**src/rtl/conv_pkg.sv**
```systemverilog
// Shared sizing constants and owner encoding for the conv SRAM arbiter.
package conv_pkg;

    localparam int ADDR_W    = 17;
    localparam int DATA_W    = 32;
    localparam int MAX_BURST = 16;

    typedef enum logic {
        OWN_A = 1'b0,
        OWN_B = 1'b1
    } owner_t;

endpackage

```
**src/rtl/conv_mem_arbiter.sv**
```systemverilog
// Two-port single-SRAM arbiter: combinational grant with round-robin ties,
// bounded ownership lock, and a one-cycle read-valid pipeline per port.
module conv_mem_arbiter
    import conv_pkg::*;
#(
    parameter int ADDR_W    = conv_pkg::ADDR_W,
    parameter int DATA_W    = conv_pkg::DATA_W,
    parameter int MAX_BURST = conv_pkg::MAX_BURST
) (
    input  logic                clk,
    input  logic                rst,

    input  logic                a_req,
    input  logic                a_lock,
    input  logic [ADDR_W-1:0]   a_addr,
    input  logic [DATA_W/8-1:0] a_web,
    input  logic [DATA_W-1:0]   a_wdata,
    output logic                a_gnt,
    output logic                a_rvalid,

    input  logic                b_req,
    input  logic                b_lock,
    input  logic [ADDR_W-1:0]   b_addr,
    input  logic [DATA_W/8-1:0] b_web,
    input  logic [DATA_W-1:0]   b_wdata,
    output logic                b_gnt,
    output logic                b_rvalid,

    output logic [ADDR_W-1:0]   sram_addr,
    output logic [DATA_W/8-1:0] sram_web,
    output logic [DATA_W-1:0]   sram_wdata,
    output logic                sram_oe,
    input  logic [DATA_W-1:0]   sram_rdata,
    output logic [DATA_W-1:0]   rd_data
);

    localparam int BE_W  = DATA_W / 8;
    localparam int CNT_W = $clog2(MAX_BURST + 1);
    localparam logic [CNT_W-1:0] BURST_LAST = CNT_W'(MAX_BURST - 1);

    owner_t            last_gnt;
    logic              lock_q;
    logic [CNT_W-1:0]  burst_cnt;
    logic [ADDR_W-1:0] addr_q;
    logic [DATA_W-1:0] wdata_q;
    logic              a_rvalid_q;
    logic              b_rvalid_q;

    owner_t            win;
    owner_t            gnt_own;
    logic              any_gnt;
    logic              gnt_lock;

    // A live lock keeps the previous owner unless its burst is spent, in which
    // case the tie falls through to round-robin and the waiting port gets in.
    always_comb begin
        win   = (last_gnt == OWN_A) ? OWN_B : OWN_A;
        a_gnt = 1'b0;
        b_gnt = 1'b0;
        if (lock_q && (burst_cnt != BURST_LAST)) begin
            win = last_gnt;
        end
        if (!rst) begin
            if (a_req && b_req) begin
                a_gnt = (win == OWN_A);
                b_gnt = (win == OWN_B);
            end else begin
                a_gnt = a_req;
                b_gnt = b_req;
            end
        end
    end

    assign any_gnt  = a_gnt | b_gnt;
    assign gnt_own  = b_gnt ? OWN_B : OWN_A;
    assign gnt_lock = b_gnt ? b_lock : a_lock;

    // Idle cycles replay the last address/data so the SRAM pins do not toggle.
    always_comb begin
        sram_addr  = addr_q;
        sram_wdata = wdata_q;
        sram_web   = {BE_W{1'b1}};
        if (rst) begin
            sram_addr  = '0;
            sram_wdata = '0;
        end else if (a_gnt) begin
            sram_addr  = a_addr;
            sram_wdata = a_wdata;
            sram_web   = a_web;
        end else if (b_gnt) begin
            sram_addr  = b_addr;
            sram_wdata = b_wdata;
            sram_web   = b_web;
        end
    end

    assign sram_oe = any_gnt && (&sram_web);
    assign rd_data = sram_rdata;

    // NOTE: rvalid is masked by rst so a read issued just before reset never
    // shows up while reset is held; the register itself clears on that edge.
    assign a_rvalid = a_rvalid_q && !rst;
    assign b_rvalid = b_rvalid_q && !rst;

    // NOTE: all state uses non-blocking assignments so every register samples
    // the same pre-edge grant decision.
    always_ff @(posedge clk) begin
        if (rst) begin
            last_gnt   <= OWN_B;
            lock_q     <= 1'b0;
            burst_cnt  <= '0;
            addr_q     <= '0;
            wdata_q    <= '0;
            a_rvalid_q <= 1'b0;
            b_rvalid_q <= 1'b0;
        end else begin
            a_rvalid_q <= a_gnt && (&a_web);
            b_rvalid_q <= b_gnt && (&b_web);
            addr_q     <= sram_addr;
            wdata_q    <= sram_wdata;
            if (any_gnt) begin
                last_gnt <= gnt_own;
                lock_q   <= gnt_lock;
                if (gnt_lock && lock_q && (gnt_own == last_gnt)) begin
                    burst_cnt <= (burst_cnt == BURST_LAST) ? burst_cnt : burst_cnt + 1'b1;
                end else begin
                    burst_cnt <= '0;
                end
            end else begin
                lock_q    <= 1'b0;
                burst_cnt <= '0;
            end
        end
    end

endmodule

```
**config.mk**
```make
export PLATFORM = sky130hd
export DESIGN_NAME = conv_mem_arbiter
export DESIGN_NICKNAME = d
export VERILOG_FILES = /design/src/rtl/conv_pkg.sv /design/src/rtl/conv_mem_arbiter.sv
export SDC_FILE = /design/constraint.sdc
export NUM_CORES = 1
export LEC_CHECK = 0
export ABC_AREA = 1
export CORE_MARGIN = 1.5
export CORE_UTILIZATION = 36
export DETAILED_ROUTE_END_ITERATION = 10
export GPL_ROUTABILITY_DRIVEN = 0
export GPL_TIMING_DRIVEN = 0
export PLACE_DENSITY = 0.81
export REMOVE_ABC_BUFFERS = 1
export SYNTH_ARGS = -nofsm -noshare
export SYNTH_HDL_FRONTEND = slang
export SYNTH_SLANG_ARGS = --single-unit
```
**constraint.sdc**
```tcl
create_clock -name clk -period 3.2 [get_ports clk]
set_clock_uncertainty 0.1 [all_clocks]
set_input_delay 0.48 -clock clk [delete_from_list [all_inputs] [get_ports clk]]
set_output_delay 0.48 -clock clk [all_outputs]
set_load 0.01 [all_outputs]
```
* Word-level counts from Yosys, hierarchy flattened
Cells that the tools add are included.
Storage, ports and cells: register bits 58, output and inout port bits 90, input port bits 144
Cells by class: eq/ne operators 3, mux-type cells 17, $add $sub $neg 1, bitwise operators 4, reduce and logical (&&, ||, !) cells 15
Operators with widths (number):
- 2-to-1 mux 32 bit | 3
- 2-to-1 mux 17 bit | 3
- 2-to-1 mux 4 bit | 3
- AND reduction 4 bit | 3
- logical AND 1 bit | 9
- 2-to-1 mux 1 bit | 8
- adder 5 x 1 -> 5 bit (second input constant) | 1
- == test 5 x 4 -> 1 bit (second input constant) | 1
- inequality test 5 x 4 -> 1 bit (second input constant) | 1
- NOT 1 bit | 3
- OR reduction 3 bit | 1
- OR reduction 2 bit | 1
- == test 1 bit | 1
- zero test 1 bit | 1
- bitwise OR 1 bit | 1

* Depth between registers and ports, before layout
depth in word-level cells 10, mapped depth 15, depth with buffers taken out 14

* Worst setup path before layout
Ideal clock, no wire load.
path type register to output, from register burst_cnt[0], to output sram_oe, arrival 1993 ps, cell stages (with the launch flop) 16, setup slack 627 ps, cell sequence dfxtp_1 ha_1 and3_1 ha_1 inv_2 nand2_1 nand2_2 nand2_1 nand2_2 nand2_2 buf_6 inv_2 nand2_1 nand2_1 nand2_1 nor2_1
On the way: cells in the longest elaborated chain, start to end 10
Ends and longest elaborated chain:
- start, declared | RTL line conv_mem_arbiter.sv:43 | logic [CNT_W-1:0] burst_cnt;
- start signal, assigned | RTL line conv_mem_arbiter.sv:125 | burst_cnt <= (burst_cnt == BURST_LAST) ? burst_cnt : burst_cnt + 1'b1;
- inequality test 5 x 4 -> 1 bit | RTL line conv_mem_arbiter.sv:60 | if (lock_q && (burst_cnt != BURST_LAST)) begin
- logical AND 1 bit | RTL line conv_mem_arbiter.sv:60
- 2-to-1 mux 1 bit | RTL line conv_mem_arbiter.sv:60
- NOT 1 bit | RTL line conv_mem_arbiter.sv:65 | a_gnt = (win == OWN_A);
- 2-to-1 mux 1 bit | RTL line conv_mem_arbiter.sv:64 | if (a_req && b_req) begin
- 2-to-1 mux 1 bit | RTL line conv_mem_arbiter.sv:63 | if (!rst) begin
- net a_gnt | RTL line conv_mem_arbiter.sv:18 | output logic a_gnt,
- 2-to-1 mux 4 bit | RTL line conv_mem_arbiter.sv:86 | end else if (a_gnt) begin
- 2-to-1 mux 4 bit | RTL line conv_mem_arbiter.sv:83 | if (rst) begin
- net sram_web[1] | RTL line conv_mem_arbiter.sv:30 | output logic [DATA_W/8-1:0] sram_web,
- AND reduction 4 bit | RTL line conv_mem_arbiter.sv:97 | assign sram_oe = any_gnt && (&sram_web);
- logical AND 1 bit | RTL line conv_mem_arbiter.sv:97
- end, declared | RTL line conv_mem_arbiter.sv:32 | output logic sram_oe,
The timed path passes the listed nets, and every way through them passes these cells.

* Worst setup path in the final report
from register burst_cnt[0], to output sram_wdata[20]
On the way: cells in the longest elaborated chain, start to end 8
Ends and longest elaborated chain:
- inequality test 5 x 4 -> 1 bit (*) | RTL line conv_mem_arbiter.sv:60
- logical AND 1 bit (*) | RTL line conv_mem_arbiter.sv:60
- 2-to-1 mux 1 bit (*) | RTL line conv_mem_arbiter.sv:60
- 2-to-1 mux 1 bit or NOT 1 bit (tied branches) | RTL line conv_mem_arbiter.sv:64, conv_mem_arbiter.sv:65
- 2-to-1 mux 1 bit (on tied branches) | RTL line conv_mem_arbiter.sv:63, conv_mem_arbiter.sv:64
- 2-to-1 mux 32 bit or 2-to-1 mux 1 bit (tied branches) | RTL line conv_mem_arbiter.sv:90, conv_mem_arbiter.sv:63
- 2-to-1 mux 32 bit (*) | RTL line conv_mem_arbiter.sv:86
- 2-to-1 mux 32 bit (*) | RTL line conv_mem_arbiter.sv:83
- end, declared | RTL line conv_mem_arbiter.sv:31 | output logic [DATA_W-1:0] sram_wdata,
Mark *: on every way between the ends. The rest lies on a longest branch, timed or not.

==> results.toml <==
[detailed_routing]
drt_iter0_drc = 132
wl_per_cell_um = 15.5
drtPass1Iterations = 5
vias = 4060
antenna_left = 0
finalWirelength_um = 13600
drcViolationCount = 0
via_per_inst = 4.65

[sta]
min_period_ns = 3.27
worstMarginPinSlew_ns = 0.524
relSlewSlack = 0.650
setup_violations = 1
hold_viol_final = 0
worst_slack_ns = -0.0718
rsz0062_at_grt = "yes"
fin_crit_sh = 1.02
max_freq_ghz = 0.306
drv_slew = 0
fin_tns_setup_ns = -0.0718

[layout]
antenna_cells = 0
fin_util = 0.609
final_common_cell = "nand2_1"
area_delta_synth_final_pct = 62.0
drive_gt1_frac = 0.110
num-fill-cells = 865
layout_common_cells = "nand2_1, clkdlybuf4s50_1, inv_1"
final_area_sq_um = 5680
final_cells = 874
nets = 887

[min_path]
hp-class = "register to register"

[synth]
ys.warnings.count = 0
synth_top_area_share = 0.331
netlist_instances = 588
yosys.area.top_type = "dfxtp_1"
syn_area_per_cell_sq_um = 5.96
yosys-top-cells-area = "dfxtp_1, nand2_1, inv_1, nor2_1, buf_4"
synth.distinct_cells = 25
synth_area_sq_um = 3500
seq_area_frac_synth = 0.331
ys_ff_latch = 58

[run_status]
status = "finished, violations left"
violations = "negative setup slack"

[global_route]
antenna_found_initial = 0
grt_start_max_net_pins = 33
grt_pass1_vias = 3971
track_usage = 0.263
grt_pass1_wl_um = 20200
grt_overflow_total = 0

[floorplanning]
core_sq_um = 9330
die_h_um = 102
rows = 35
die_area_sq_um = 10300
io_pins = 234
start_util = 0.376
fp.dieW_um = 102

[power_and_ir_drop]
leakage_nw = 3.43
power_density_nw_per_um2 = 357
peakVddDrop_v = 0.000183

[setup_path]
path_buf_inv = 3
critPathMaxFanout = 14
crit_chain = "ha_2 -> and3_4 -> ha_4 -> inv_4 -> nand2_1 -> nand2_2 -> nand3_4 -> nand2_4 -> nand2_1 -> nand3_1 -> nand2_1 -> inv_1 -> clkdlybuf4s50_1"
crit_path_start_kind = "register"
cpMostUsedCell = "nand2_1"
crit_arrival_ns = 2.69
setup.worst_path.end_class = "output port"
rrSetupSlack_ns = 0.85
critical_path_class = "register to output port"
critPathMaxStageDelay_ns = 0.53
crit_family = "simple AND/OR/NAND/NOR gates"
required_ns = 2.62
slowest_stage = "clkdlybuf4s50_1"

[clock_network]
cts_tree = "done"
h-tree-depth = 3
root_buffer = "clkbuf_8"
clock_path_buffers = 2
cts_hold_buf = 0
clk_pin_slew_ns = 0.06
insertion_delay_ns = 0.32
cts-buffers-inserted = 9
clock_sinks = 58

[placement]
dpl_cell_area_sq_um = 4980
place_inst = 829
dp_slack_ns = -1.29
dp_hpwl_um = 7970
io_buffers = 169

[flow_run]
maxCapViolations = 0
[repair_timing]
action / CTS / global route
gates cloned: 11 / 1
endpoints found under the hold margin: 0 / 0
setup endpoints to repair: 112 / 51
buffers inserted: 11 / 7
gates resized for setup: 70 / 60
pin swaps: 3 / 4
[area by class of cell]
class / instances / area (sq um) / share of cell area
clock buffer: 12 / 155 / 0.0273
clock inverter: 3 / 15.0 / 0.00264
inverter: 114 / 447 / 0.0787
multi-input combinational: 364 / 1710 / 0.301
sequential: 58 / 1170 / 0.205
tap: 129 / 161 / 0.0284
timing repair buffer: 191 / 1970 / 0.347
timing repair inverter: 3 / 52.6 / 0.00926
[state kept, by name, summed over array words and instances (netlist names)]
signal / cells
b_rvalid_q: 1
burst_cnt: 5
wdata_q: 32
last_gnt: 1
addr_q: 17
a_rvalid_q: 1
lock_q: 1
[metal layers]
layer / GRT usage / up-vias / routed length (um)
met5: 0.0337 / - / 43
met4: 0.0769 / 2 / 141
met3: 0.0994 / 16 / 1490
met2: 0.422 / 212 / 6200
met1: 0.326 / 1821 / 5710
li1: - / 2009 / -
[worst reg2reg max path, stage by stage (launching register included)]
cell     delay, ns
dfxtp_4       0.35
ha_2          0.19
and3_4        0.18
ha_4          0.17
inv_4         0.06
nand2_1       0.05
nand2_2       0.10
nand3_4       0.16
nand2_8       0.13
buf_12        0.12
inv_16        0.05
buf_8         0.13
buf_4         0.14
nand2_2       0.05
nand3_2       0.06
nand2_2       0.08
buf_4         0.10
inv_1         0.03
[synthesized netlist by cell type]
cell,instances
nand2_2,4
nand3b_1,1
inv_2,3
inv_1,111
dfxtp_1,58
nand4_1,1
nor2_2,2
clkbuf_1,2
buf_4,42
nand2_1,165
a21oi_1,1
buf_2,9
xor2_1,3
nor3_1,1
o21ai_0,2
nand3_2,1
mux2i_1,1
and3_1,1
nand3_1,59
nor2_1,111
ha_1,2
o21ai_1,1
buf_1,3
buf_6,3
nand3_4,1
[final timing paths]
path                                                 from  depth (start not counted)                   endpoint
worst max-delay path            burst_cnt[0]$_SDFFE_PP0N_                         13             sram_wdata[20]
worst max register to register  burst_cnt[0]$_SDFFE_PP0N_                         17      addr_q[11]$_SDFF_PP0_
worst min register to register  burst_cnt[1]$_SDFFE_PP0N_                          2  burst_cnt[1]$_SDFFE_PP0N_
worst min-delay path            burst_cnt[1]$_SDFFE_PP0N_                          2  burst_cnt[1]$_SDFFE_PP0N_
[power breakdown]
| part | total (mW) | internal (mW) | switching, mW | leakage, nW |
|---|---|---|---|---|
| sequential | 0.791 | 0.776 | 0.0146 | 0.479 |
| clock | 0.597 | 0.316 | 0.281 | 0.0920 |
| combinational | 0.641 | 0.324 | 0.317 | 2.86 |
[cells by family (layout without fill, tap and decap cells)]
logic type | count (synthesis) | in the layout | share of synthesized area
XOR/XNOR | 3 | 3 | 0.00750
multiplexers | 1 | 1 | 0.00286
buffers and inverters | 173 | 323 | 0.240
AO/OA/AOI/OAI | 4 | 4 | 0.00571
flip-flops | 58 | 58 | 0.331
AND/OR/NAND/NOR | 347 | 354 | 0.406
adder cells (fa/ha/maj) | 2 | 2 | 0.00714
[metrics by stage]
| stage | hold WS, ns | total power, mW |
|---|---|---|
| after global placement | 0.404 | 1.36 |
| after detailed placement | 0.426 | 1.37 |
| after floorplan | 0.387 | 1.05 |
| final | 0.444 | 2.03 |
| after CTS | 0.440 | 2.03 |
| after global routing | 0.477 | 2.15 |
Power figures use the tool's default switching activity.
